<file path="config.mk">
export PLATFORM = sky130hd
export DESIGN_NAME = fft8_frame_buf
export DESIGN_NICKNAME = d
export VERILOG_FILES = /design/src/rtl/fft8_pkg.sv /design/src/rtl/fft8_frame_buf.sv
export SDC_FILE = /design/constraint.sdc
export NUM_CORES = 1
export LEC_CHECK = 0
export BUFFER_PORTS_ARGS = -buffer_cell sky130_fd_sc_hd__buf_2
export CORE_MARGIN = 4
export CORE_UTILIZATION = 25
export DETAILED_ROUTE_END_ITERATION = 7
export PLACE_DENSITY_LB_ADDON = 0.1
export SYNTH_ARGS = -nofsm -noshare
export SYNTH_HDL_FRONTEND = slang
export SYNTH_SLANG_ARGS = --single-unit
</file>
<file path="constraint.sdc">
create_clock -name clk -period 1.3 [get_ports clk]
set_input_delay 0.065 -clock clk [delete_from_list [all_inputs] [get_ports clk]]
set_output_delay 0.065 -clock clk [all_outputs]
set_load 0.05 [all_outputs]
</file>
<file path="src/rtl/fft8_pkg.sv">
// Shared types and constants for the fft8 frame sequencer slice.
package fft8_pkg;

  localparam int unsigned INT_W  = 8;
  localparam int unsigned FRAC_W = 8;

  // Q8.8 fixed-point word, bit range [INT_W-1:-FRAC_W]
  typedef logic [INT_W-1:-FRAC_W] fixed_t;

  localparam int unsigned FFT_N = 8;
  localparam int unsigned IDX_W = 3;

  typedef logic [IDX_W-1:0] idx_t;

  typedef enum logic [1:0] {
    FILL,
    LAUNCH,
    WAIT,
    DRAIN
  } seq_state_t;

endpackage

</file>
<file path="src/rtl/fft8_frame_buf.sv">
// 8-entry fixed_t register file; LANES words per entry. Single-entry write
// port plus a whole-frame parallel load, and a parallel read-all output.
module fft8_frame_buf
  import fft8_pkg::*;
#(
  parameter int unsigned LANES = 1
) (
  input  logic                            clk,
  input  logic                            rst_n,
  input  logic                            wr_en_i,
  input  idx_t                            wr_idx_i,
  input  fixed_t [LANES-1:0]              wr_data_i,
  input  logic                            ld_en_i,
  input  fixed_t [FFT_N-1:0][LANES-1:0]   ld_data_i,
  output fixed_t [FFT_N-1:0][LANES-1:0]   rd_all_o
);

  fixed_t [FFT_N-1:0][LANES-1:0] mem_q;

  // storage: cleared by reset, whole-frame load wins over single write
  always_ff @(posedge clk) begin
    if (!rst_n) begin
      mem_q <= '0;
    end else if (ld_en_i) begin
      mem_q <= ld_data_i;
    end else if (wr_en_i) begin
      mem_q[wr_idx_i] <= wr_data_i;
    end
  end

  assign rd_all_o = mem_q;

endmodule

</file>
# [Yosys cells after proc, flatten, opt, wreduce, memory -nomap -nowiden]
# Cells that the tools add are included.
[totals] reg_bits=128 inputBits=151 out_inout_bits=128 word_cells=17
[classes] n_lt_le_gt_ge=2 muxes=5 reduce_logical=2
[op_table] cell="128-bit 2-to-1 mux" count=2
[op_table] cell="128-bit bitwise mux" count=1
[op_table] cell="16-bit demux with 3-bit select" count=1
[op_table] cell="16-bit 2-to-1 mux" count=1
[op_table] cell="3-bit by 4-bit less-than comparator with 1-bit output (second input constant)" count=1
[op_table] cell="3-bit by 1-bit >= comparator with 1-bit output (second input constant)" count=1
[op_table] cell="2-bit nonzero test" count=1
[op_table] cell="1-bit logical AND" count=1

# [Longest topological paths before layout]
[depth] depth_word=7 depth_mapped=6 ltp_nobuf=3

# [Worst setup path after synthesis]
# No wires, ideal clock.
[synth_timing] path_kind="reg2reg" start="register mem_q (netlist bit rd_all_o[81])" end="register mem_q (netlist bit rd_all_o[81])" setup_time_ps=79 t_arrival_ps=925 required_time_ps=1221 slack_ps=296 stages_incl_launch_ff=3 path_buffers=0 period_less_slack_ps=1004 cell_sequence="dfxtp_1 -> nor3_1 -> a211oi_2"
[synth_via] elab_chain_len=3
[synth_lines] element="from (decl)" line="fft8_frame_buf.sv:18" source="fixed_t [FFT_N-1:0][LANES-1:0] mem_q;"
[synth_lines] element="from (signal assigned)" line="fft8_frame_buf.sv:25" source="mem_q <= ld_data_i;"
[synth_lines] element="from (signal, indexed assignment)" line="fft8_frame_buf.sv:27" source="mem_q[wr_idx_i] <= wr_data_i;"
[synth_lines] element="128-bit bitwise mux" line="fft8_frame_buf.sv:27"
[synth_lines] element="128-bit 2-to-1 mux" line="fft8_frame_buf.sv:26" source="end else if (wr_en_i) begin"
[synth_lines] element="128-bit 2-to-1 mux" line="fft8_frame_buf.sv:24" source="end else if (ld_en_i) begin"
# Every way passes these cells. The select of a mux whose other input is x is not followed.
# A chain may end at the register's enable or synchronous reset.

# [Final worst setup path]
[layout_timing] start="register mem_q (netlist bit rd_all_o[78])" end="output port rd_all_o[78] (netlist bit)"
[layout_rtl] element="to (decl)" line="fft8_frame_buf.sv:15" source="output fixed_t [FFT_N-1:0][LANES-1:0] rd_all_o"
# No word-level cell between the ends.

==> flow_metrics.py <==
metrics = {
    "logic_synthesis": {
        "area_fraction_in_compound_gates_after_synthesis": 0.304,
        "synthesis.nets": 763,
        "postSynthRegisterBits": 128,
        "synth_top_family_by_area": "compound AO/OA/AOI/OAI gates",
        "yosysWarningCount": 0,
        "synth-simple-area-share": 0.143,
        "synthMuxAreaShare": 0,
        "post_synthesis_cell_area_um2": 5600,
        "yosys.area_share.xor_xnor": 0,
        "ys_types": 17,
        "synth_cells": 612,
        "synth_seq_area_share": 0.458,
        "synthesized_area_fraction_occupied_by_adder_cells": 0,
        "syn_avg_cell_area_um2": 9.14,
    },
    "cells_and_area": {
        "register_area_um2": 2560,
        "largest_register_ffs": 128,
        "drive_above_1_share": 0.383,
        "fin_nets": 1144,
        "instances_no_fill": 1287,
        "area_grow_syn2layout_pct": 62.5,
        "fill_cells": 2286,
        "final_cell_area_um2": 9090,
        "multi_input_gate_area_in_the_final_layout_um2": 2530,
    },
    "power_and_ir_drop": {
        "power_per_cell_area_nw_per_um2": 1330,
        "leakagePower_nw": 3.83,
        "total_design_power_mw": 12.1,
        "irDropWorstVdd_uv": 631,
    },
    "place": {
        "dpl.hpwl_mm": 17.5,
        "port_buffers": 278,
        "placedCellCount": 1140,
        "total_placed_instance_area_um2": 7370,
        "gpl.final_weighted_congestion": 0.722,
        "place_ws_ps": 160,
    },
    "sta": {
        "max_slew_margin": 0.782,
        "slew_viol_final": 0,
        "slew_at_the_pin_closest_to_its_max_slew_limit_ps": 327,
        "layout_setup_ws_ps": 163,
        "totalNegativeSetupSlack_ps": 0,
        "fin_crit_ps": 1140,
        "finalClockSkew_ps": 0,
        "min_period_over_period": 0.875,
        "rsz_0062_raised_after_global_routing": "false",
        "max_clock_freq_mhz": 879,
        "final-hold-violation-count": 0,
        "setup_violations": 0,
    },
    "floorplanning": {
        "core_area_um2": 21900,
        "rows": 54,
        "fp.dieW_um": 158,
        "initial_cell_density_of_the_core": 0.256,
        "design.die.area_um2": 24800,
        "die-height_um": 158,
        "io_count": 279,
    },
    "global_route": {
        "met2_usage_in_global_routing": 0.344,
        "met3_track_utilization_from_global_routing": 0.0385,
        "grt_remaining_overflow": 0,
        "track_usage": 0.199,
        "grt.met1_usage": 0.254,
        "maximum_number_of_pins_on_one_net_before_global_route_repair": 75,
        "global_route.peak_usage_layer": "met2",
        "grt_first_pass_wirelength_mm": 37.5,
        "number_of_antenna_violations_at_the_first_check_in_global_routing": 1,
        "first_global_vias": 6251,
    },
    "worst_setup_path": {
        "critical_path.startpoint_type": "flip-flop",
        "setup.worst_path.end_class": "output pin",
        "cp.arrival_ps": 1070,
        "worst_path_largest_cell_delay_ps": 370,
        "critical_path_peak_fanout": 2,
        "cpMaxStageDelayCell": "sky130_fd_sc_hd__dfxtp_1",
        "critical_path.top_delay_family": "flip-flops",
        "critical_path_buf_inv_count": 1,
        "cp_data_required_time_ps": 1240,
        "critical_path.cell_chain": "buf_2",
        "criticalPathCategory": "flip-flop to output pin",
    },
    "outcome": {
        "run_status": "complete, no violations",
    },
    "clock_network": {
        "tritoncts_clock_tree": "yes",
        "cts.clk_slew.worst_paths_ps": 60,
        "numCtsBuffers": 17,
        "postCtsResizedCells": 0,
        "h-tree-depth": 4,
        "tritoncts_num_sinks": 128,
        "cts.root.buffer_cell": "sky130_fd_sc_hd__clkbuf_16",
        "worst_skew_late_latency_ps": 410,
        "cts.path.max_buffers": 2,
    },
    "detailed_routing": {
        "dr.first_iter.drc_count": 386,
        "drt.antenna.violating_nets": 0,
        "avgRoutedWirePerCell_um": 19.8,
        "route.final.wire_length_mm": 25.4,
        "mean_number_of_vias_per_cell": 4.79,
        "first_pass_iters": 4,
        "route.vias.total": 6166,
        "detail_route.drc_violations": 0,
    },
    "worst_hold_path": {
        "path_type_of_the_worst_min_delay_path": "input port to flip-flop",
    },
    "flow_run": {
        "cap_violations": 0,
    },
}
-- what timing repair did --
item | 4_1_cts | 5_1_grt
buffers inserted | 0 | 0
hold buffers | 113 | 1
hold endpoints to repair | 113 | 1
-- per-stage QoR --
stage	hold WS, ps	util
2_1_floorplan	260	-
5_1_grt	9.08	0.415
4_1_cts	0.326	0.415
6_report	6.24	0.415
3_5_place_dp	375	0.337
3_3_place_gp	382	0.337
-- final timing paths --
check / cells past startpoint / to / slack [ps] / from
max: 1 / rd_all_o[78] / 160 / rd_all_o[78]$_SDFFE_PN0P_
min: 3 / rd_all_o[104]$_SDFFE_PN0P_ / 6 / ld_data_i[104]
max reg2reg: 2 / rd_all_o[7]$_SDFFE_PN0P_ / 580 / rd_all_o[7]$_SDFFE_PN0P_
min reg2reg: 2 / rd_all_o[0]$_SDFFE_PN0P_ / 550 / rd_all_o[0]$_SDFFE_PN0P_
-- Yosys cell counts --
| cell | instances | area share |
|---|---|---|
| sky130_fd_sc_hd__dfxtp_1 | 128 | 0.46 |
| sky130_fd_sc_hd__inv_2 | 1 | 0.00067 |
| sky130_fd_sc_hd__buf_4 | 10 | 0.013 |
| sky130_fd_sc_hd__nor4b_4 | 1 | 0.0042 |
| sky130_fd_sc_hd__clkbuf_1 | 24 | 0.016 |
| sky130_fd_sc_hd__and4b_1 | 3 | 0.0054 |
| sky130_fd_sc_hd__nor3_1 | 128 | 0.11 |
| sky130_fd_sc_hd__and4bb_1 | 3 | 0.0067 |
| sky130_fd_sc_hd__and4_1 | 1 | 0.0016 |
| sky130_fd_sc_hd__o21ai_1 | 3 | 0.0027 |
| sky130_fd_sc_hd__nor2_1 | 16 | 0.011 |
| sky130_fd_sc_hd__a211oi_1 | 108 | 0.14 |
| sky130_fd_sc_hd__clkbuf_2 | 2 | 0.0018 |
| sky130_fd_sc_hd__buf_2 | 14 | 0.013 |
| sky130_fd_sc_hd__buf_6 | 25 | 0.050 |
| sky130_fd_sc_hd__a211oi_2 | 20 | 0.045 |
| sky130_fd_sc_hd__o21ai_0 | 125 | 0.11 |
-- cell families (layout without fill, tap and decap cells) --
| logic type | count (synthesis) | after routing |
|---|---|---|
| compound gates | 256 | 256 |
| buf+inv | 76 | 470 |
| flops | 128 | 128 |
| other cells | 0 | 1 |
| simple gates | 152 | 152 |
-- layer usage --
layer | share of wire | vias up
li1 | - | 3098
met1 | 0.43 | 2863
met2 | 0.51 | 180
met3 | 0.052 | 25
met4 | 0.017 | 0
met5 | 0 | -
-- where the power goes --
| group | switching (mW) | internal (mW) | total (mW) | leakage [nW] |
|---|---|---|---|---|
| sequential | 0.153 | 4.23 | 4.38 | 1.07 |
| combinational | 1.96 | 0.998 | 2.96 | 2.50 |
| clock | 1.82 | 2.92 | 4.75 | 0.269 |
-- cells in the final DEF (no fill, tap or decap) --
cell type / count
sky130_fd_sc_hd__a211oi_1: 108
sky130_fd_sc_hd__a211oi_2: 20
sky130_fd_sc_hd__and4_1: 1
sky130_fd_sc_hd__and4b_1: 3
sky130_fd_sc_hd__and4bb_1: 3
sky130_fd_sc_hd__buf_12: 15
sky130_fd_sc_hd__buf_2: 276
sky130_fd_sc_hd__buf_4: 32
sky130_fd_sc_hd__bufinv_16: 2
sky130_fd_sc_hd__clkbuf_1: 4
sky130_fd_sc_hd__clkbuf_16: 17
sky130_fd_sc_hd__clkbuf_8: 2
sky130_fd_sc_hd__clkinv_2: 3
sky130_fd_sc_hd__clkinv_4: 1
sky130_fd_sc_hd__clkinvlp_4: 4
sky130_fd_sc_hd__dfxtp_1: 128
sky130_fd_sc_hd__diode_2: 1
sky130_fd_sc_hd__dlygate4sd3_1: 114
sky130_fd_sc_hd__nor2_1: 4
sky130_fd_sc_hd__nor2_2: 12
sky130_fd_sc_hd__nor3_1: 128
sky130_fd_sc_hd__nor4b_4: 1
sky130_fd_sc_hd__o21ai_0: 125
sky130_fd_sc_hd__o21ai_1: 3
-- area by class of cell --
cell class | count | share of cell area
clock buffers | 23 | 0.0515
multi-input cells | 408 | 0.279
well taps | 280 | 0.0385
diodes | 1 | 0.000275
flip-flops and latches | 128 | 0.282
inverters | 1 | 0.000550
repair buffers | 437 | 0.337
clock inverters | 9 | 0.0120
(Power assumes the default switching activity.)
